`src/rtl/inst_fetch_if.sv`:
```
// ---------------------------------------------------------------------------
// inst_fetch_if
// Bundles the instruction-fetch signals: the synchronous ROM read port, the
// downstream stall / flush controls and the IF/ID output triple.
//   rom_re_o    ROM read enable            (fetch unit -> ROM)
//   rom_addr_o  ROM word address           (fetch unit -> ROM)
//   rom_inst_i  ROM read data, 1-cycle lat (ROM -> fetch unit)
//   stall_i     decode cannot accept       (core -> fetch unit)
//   flush_i     redirect request           (core -> fetch unit)
//   flush_pc_i  redirect target            (core -> fetch unit)
//   valid_o     output carries live instr  (fetch unit -> decode)
//   inst_o      fetched instruction        (fetch unit -> decode)
//   pc_o        address of inst_o          (fetch unit -> decode)
// Modport master is the fetch unit, slave is its environment.
// ---------------------------------------------------------------------------
interface inst_fetch_if #(
    parameter int ADDR_W = 32,
    parameter int INST_W = 32
);
    logic              rom_re_o;
    logic [ADDR_W-1:0] rom_addr_o;
    logic [INST_W-1:0] rom_inst_i;
    logic              stall_i;
    logic              flush_i;
    logic [ADDR_W-1:0] flush_pc_i;
    logic              valid_o;
    logic [INST_W-1:0] inst_o;
    logic [ADDR_W-1:0] pc_o;

    modport master (
        output rom_re_o, rom_addr_o, valid_o, inst_o, pc_o,
        input  rom_inst_i, stall_i, flush_i, flush_pc_i
    );

    modport slave (
        input  rom_re_o, rom_addr_o, valid_o, inst_o, pc_o,
        output rom_inst_i, stall_i, flush_i, flush_pc_i
    );
endinterface

```
`src/rtl/inst_fetch.sv`:
```
// ---------------------------------------------------------------------------
// inst_fetch
// Instruction-fetch initiator in front of a synchronous (1-cycle latency)
// instruction ROM. Issues one word address per cycle, tracks the in-flight
// read, parks the returned word in a skid register while decode stalls, and
// redirects immediately on flush.
// Ports:
//   clk_i   system clock, rising edge
//   rst_ni  asynchronous active-low reset
//   bus     inst_fetch_if.master (ROM port, stall/flush, valid/inst/pc)
// ---------------------------------------------------------------------------
module inst_fetch #(
    parameter int                ADDR_W   = 32,
    parameter int                INST_W   = 32,
    parameter logic [ADDR_W-1:0] RESET_PC = 32'h0000_0000
) (
    input  logic          clk_i,
    input  logic          rst_ni,
    inst_fetch_if.master  bus
);

    logic [ADDR_W-1:0] pc_r;        // next sequential fetch address
    logic              req_vld_r;   // a ROM read was issued last cycle
    logic [ADDR_W-1:0] req_pc_r;    // address of that read
    logic              hold_r;      // HOLD mode: skid register is live
    logic [INST_W-1:0] hold_inst_r;
    logic [ADDR_W-1:0] hold_pc_r;

    logic              valid_s;
    logic [INST_W-1:0] inst_s;
    logic [ADDR_W-1:0] pc_s;
    logic              issue_s;
    logic              capture_s;
    logic [ADDR_W-1:0] addr_s;

    // Output select: the skid register wins; otherwise the ROM data of the
    // in-flight read is passed straight through.
    always_comb begin
        valid_s = 1'b0;
        inst_s  = {INST_W{1'b0}};
        pc_s    = {ADDR_W{1'b0}};
        if (hold_r) begin
            valid_s = 1'b1;
            inst_s  = hold_inst_r;
            pc_s    = hold_pc_r;
        end else if (req_vld_r) begin
            valid_s = 1'b1;
            inst_s  = bus.rom_inst_i;
            pc_s    = req_pc_r;
        end else begin
            valid_s = 1'b0;
        end
    end

    // Issue decision and address mux. A flush always issues; otherwise we
    // issue unless a live instruction is being stalled. The ROM clears its
    // data when not read, so a stalled word in RUN mode must be captured.
    always_comb begin
        issue_s   = bus.flush_i | ~(valid_s & bus.stall_i);
        capture_s = ~hold_r & valid_s & bus.stall_i & ~bus.flush_i;
        addr_s    = pc_r;
        if (bus.flush_i) begin
            addr_s = {bus.flush_pc_i[ADDR_W-1:2], 2'b00};
        end else begin
            addr_s = pc_r;
        end
    end

    // Read enable is forced low while reset is asserted; state is already
    // cleared asynchronously so the outputs below fall to zero as well.
    assign bus.rom_re_o   = issue_s & rst_ni;
    assign bus.rom_addr_o = addr_s;
    assign bus.valid_o    = valid_s;
    assign bus.inst_o     = inst_s;
    assign bus.pc_o       = pc_s;

    // Fetch state: every issue starts a new read and leaves HOLD (an issue
    // in HOLD means either the held word was accepted or a flush hit);
    // a stalled live word in RUN is moved into the skid register.
    always_ff @(posedge clk_i or negedge rst_ni) begin
        if (!rst_ni) begin
            pc_r        <= RESET_PC;
            req_vld_r   <= 1'b0;
            req_pc_r    <= {ADDR_W{1'b0}};
            hold_r      <= 1'b0;
            hold_inst_r <= {INST_W{1'b0}};
            hold_pc_r   <= {ADDR_W{1'b0}};
        end else if (issue_s) begin
            req_vld_r   <= 1'b1;
            req_pc_r    <= addr_s;
            pc_r        <= addr_s + ADDR_W'(4);
            hold_r      <= 1'b0;
        end else if (capture_s) begin
            hold_r      <= 1'b1;
            hold_inst_r <= bus.rom_inst_i;
            hold_pc_r   <= req_pc_r;
            req_vld_r   <= 1'b0;
        end else begin
            hold_r      <= hold_r;
        end
    end

endmodule
```
`src/flat_wrapper.sv`:
```
// flat-port wrapper written by rule: the top's interface ports become plain ports
module inst_fetch_flat 
#(
    parameter int                ADDR_W   = 32,
    parameter int                INST_W   = 32,
    parameter logic [ADDR_W-1:0] RESET_PC = 32'h0000_0000
)
  (clk_i, rst_ni, bus_rom_re_o, bus_rom_addr_o, bus_valid_o, bus_inst_o, bus_pc_o, bus_rom_inst_i, bus_stall_i, bus_flush_i, bus_flush_pc_i);
  inst_fetch_if #(.ADDR_W(ADDR_W), .INST_W(INST_W)) bus_i ();
  input  logic clk_i;
  input  logic rst_ni;
  output wire logic [$bits(bus_i.rom_re_o)-1:0] bus_rom_re_o;
  output wire logic [$bits(bus_i.rom_addr_o)-1:0] bus_rom_addr_o;
  output wire logic [$bits(bus_i.valid_o)-1:0] bus_valid_o;
  output wire logic [$bits(bus_i.inst_o)-1:0] bus_inst_o;
  output wire logic [$bits(bus_i.pc_o)-1:0] bus_pc_o;
  input wire logic [$bits(bus_i.rom_inst_i)-1:0] bus_rom_inst_i;
  input wire logic [$bits(bus_i.stall_i)-1:0] bus_stall_i;
  input wire logic [$bits(bus_i.flush_i)-1:0] bus_flush_i;
  input wire logic [$bits(bus_i.flush_pc_i)-1:0] bus_flush_pc_i;
  assign bus_rom_re_o = bus_i.rom_re_o;
  assign bus_rom_addr_o = bus_i.rom_addr_o;
  assign bus_valid_o = bus_i.valid_o;
  assign bus_inst_o = bus_i.inst_o;
  assign bus_pc_o = bus_i.pc_o;
  assign bus_i.rom_inst_i = bus_rom_inst_i;
  assign bus_i.stall_i = bus_stall_i;
  assign bus_i.flush_i = bus_flush_i;
  assign bus_i.flush_pc_i = bus_flush_pc_i;
  inst_fetch #(.ADDR_W(ADDR_W), .INST_W(INST_W), .RESET_PC(RESET_PC)) u_core (.clk_i(clk_i), .rst_ni(rst_ni), .bus(bus_i));
endmodule
```
`config.mk`:
```
export PLATFORM = sky130hd
export DESIGN_NAME = inst_fetch_flat
export DESIGN_NICKNAME = d
export VERILOG_FILES = /design/src/rtl/inst_fetch_if.sv /design/src/rtl/inst_fetch.sv /design/src/flat_wrapper.sv
export SDC_FILE = /design/constraint.sdc
export NUM_CORES = 1
export LEC_CHECK = 0
export BUFFER_PORTS_ARGS = -buffer_cell sky130_fd_sc_hd__buf_4
export CAP_MARGIN = 10
export CELL_PAD_IN_SITES_DETAIL_PLACEMENT = 1
export CELL_PAD_IN_SITES_GLOBAL_PLACEMENT = 1
export CORE_MARGIN = 1
export CORE_UTILIZATION = 41
export DETAILED_ROUTE_END_ITERATION = 7
export GPL_TIMING_DRIVEN = 1
export PLACE_DENSITY_LB_ADDON = 0.1
export SYNTH_ARGS = -nofsm -noshare
export SYNTH_HDL_FRONTEND = slang
export SYNTH_SLANG_ARGS = --single-unit
```
`constraint.sdc`:
```
create_clock -name clk_i -period 2.7 [get_ports clk_i]
set_input_delay 0.405 -clock clk_i [delete_from_list [all_inputs] [get_ports clk_i]]
set_output_delay 0.405 -clock clk_i [all_outputs]
set_load 0.1 [all_outputs]
```
==> flow_summary.yaml <==
run_status:
  outcome: "finished, final reports clean"
timing:
  fin_crit_ns: 2.60
  period_share_pct: 96.4
  slew_headroom_pct: 40.5
  fmax_mhz: 384
  tns_ns: 0
  finalSetupViolCount: 0
  clock_skew_ns: 0.00820
  setup_ws_ns: 0.0964
  slew_violations: 0
  worst_slew_pin_slew_ns: 0.892
  rsz0062_at_grt: "no"
  hold_viol: 0
flow_run:
  cap_viol_max_count: 0
clocking:
  htreeDepth: 4
  numCtsBuffers: 17
  cts-hold-fix-buffers: 0
  clk_pin_slew_worst_paths_ns: 0.05
  cts_tree: "yes"
  cts_setup_buffers: 0
  clock_path_buffers: 2
  clock-sinks: 128
  cts.repair.resized: 0
  clk_latency_ns: 0.42
  cts_root_buf: "clkbuf_16"
critical_path:
  critPathKind: "flop to primary output"
  r2r_slack_ns: 0.53
  cp.required_ns: 2.30
  reg2reg_depth: 4
  start_kind: "flop"
  worst_setup_path_end_kind: "primary output"
  cp_max_fo: 49
  regToRegStartpoint: "u_core.hold_r$_DFFE_PN0P_"
  reg2reg_to: "u_core.hold_pc_r[19]$_DFFE_PN0P_"
  critical_path_arrival_ns: 2.20
logic_synthesis:
  synth_ff_type: "dfrtp_1"
  ys_warn_count: 0
  synthArstFlopShare_pct: 100
  synth_top_area_share_pct: 48.6
  synth_cell_types: 48
  synth-edff-count: 0
  yosysTopAreaCell: "dfrtp_1"
  synth.cell_area_um2: 6590
  synth.area.top_cells: "dfrtp_1 49%, mux2_2 13%, a22o_1 8.4%"
  syn_area_per_cell_um2: 10.7
  synth-seq-cells: 128
  syn-num-nets: 686
  syn_inst: 617
  ys_seq_area_share_pct: 48.6
power_and_ir_drop:
  power_mw: 8.01
  p_leak_nw: 4.12
  powerDensity_nw_per_um2: 909
  vdd_drop_max_mv: 0.420
detailed_routing:
  routed_via_density: 5.48
  wl_per_cell_um: 19.2
  route.detailed.drc: 0
  first_pass_iters: 5
  drt_iter0_markers: 349
  ant_nets: 0
  vias: 5530
  routed_wl_um: 19400
global_route:
  grt_pass1_vias: 5859
  grtUsageTotal_pct: 24.4
  grt_max_degree: 68
  overflow: 0
  antenna_found_initial: 0
  grt_pass1_wl_um: 31000
die:
  rows: 45
  num_io_pins: 166
  core-area_um2: 15400
  die_x_um: 129
  die-area_um2: 16600
  dieHeight_um: 129
  start_util_pct: 42.7
placement:
  dp_hpwl_um: 13600
  gp_congestion: 0.828
  post-place-ws_ns: 0.156
  io_buffer_count: 163
  dp_cells: 978
final_layout:
  layout.nets: 855
  layout-drive-gt1-share_pct: 39.3
  n_fill_cell: 1725
  diodes: 0
  final_util_pct: 57.1
  final-instance-count-excl-fill: 1010
  final_common_cell: "buf_4"
  mostFrequentLayoutCells: "187 x buf_4, 127 x dfrtp_1, 72 x mux2_2, 63 x a22o_1, 63 x nor2_1"
  area_growth_pct: 33.7
hold_path:
  holdCritPathClass: "primary input to asynchronous set/reset pin"
critical path, cell delays in order (launching register included):
cell and delay (ns):
dfrtp_2 0.65, buf_4 0.55, a22o_1 0.26, buf_4 0.29
state kept, by name (all words and copies together) (netlist names):
signal and count:
u_core.req_vld_r 1, u_core.pc_r 30, u_core.req_pc_r 32, u_core.hold_pc_r 32, u_core.hold_r 1, u_core.hold_inst_r 32
metrics by stage:
| stage | hold WS (ns) | area, um2 |
|---|---|---|
| 2_1_floorplan | 0.109 | 6630 |
| 3_3_place_gp | 0.472 | 8210 |
| 3_5_place_dp | 0.497 | 8210 |
| 4_1_cts | 0.199 | 8810 |
| 5_1_grt | 0.222 | 8810 |
| 6_report | 0.174 | 8810 |
synth_stat cells (all sizes together), types with 4 or more instances:
cell type and count:
o31ai 6, nand4 19, nand3 16, mux2i 20
nand2 42, dfrtp 128, a22oi 4, nor2b 6
clkbuf 20, nand3b 5, and2 6, a22o 63
buf 23, nand4b 7, nor2 63, a21oi 35
mux2 74, xnor2 17, o21ai 12, inv 20
how the worst max path moves through the flow:
stage | slack, ns | cells after the start | to | from
global route | 0.04 | 3 | bus_pc_o[20] | u_core.hold_r$_DFFE_PN0P_
global placement | 0.27 | 7 | u_core.pc_r[28]$_DFFE_PN0N_ | bus_flush_i
floorplan | -0.19 | 6 | bus_rom_addr_o[0] | bus_flush_i
CTS | 0.11 | 3 | bus_pc_o[20] | u_core.hold_r$_DFFE_PN0P_
finish | 0.1 | 3 | bus_pc_o[20] | u_core.hold_r$_DFFE_PN0P_
detailed placement | 0.16 | 7 | u_core.pc_r[28]$_DFFE_PN0N_ | bus_flush_i
metal layers:
layer	global-route usage [%]	part of all wire (%)
met1	32.0	46
met2	40.2	48
met3	4.57	4.7
met4	9.13	1.4
met5	0	0
cell families after synthesis:
| logic type | share of synthesized area (%) |
|---|---|
| xor gates and xnor gates | 2.66 |
| DFF | 48.6 |
| buffers and inverters | 4.23 |
| and+or+nand+nor | 13.6 |
| muxes | 15.7 |
| adders and majority gates | 0.190 |
| AOI/OAI and AO/OA | 15.1 |
cell type report:
type | instances | area, um2 | area share, %
Multi-Input combinational cell | 426 | 3150 | 35.8
Clock buffer | 22 | 464 | 5.27
Clock inverter | 10 | 135 | 1.53
Timing Repair Buffer | 193 | 1520 | 17.2
Sequential cell | 128 | 3200 | 36.4
Tap cell | 211 | 264 | 3.00
Inverter | 20 | 75.1 | 0.852
power by group:
| group | leakage, nW | switching [mW] | internal (mW) |
|---|---|---|---|
| sequential | 1.50 | 0.281 | 2.32 |
| clock | 0.282 | 0.846 | 1.49 |
| combinational | 2.33 | 2.20 | 0.862 |
No activity file was read; power rests on OpenSTA's default activity.
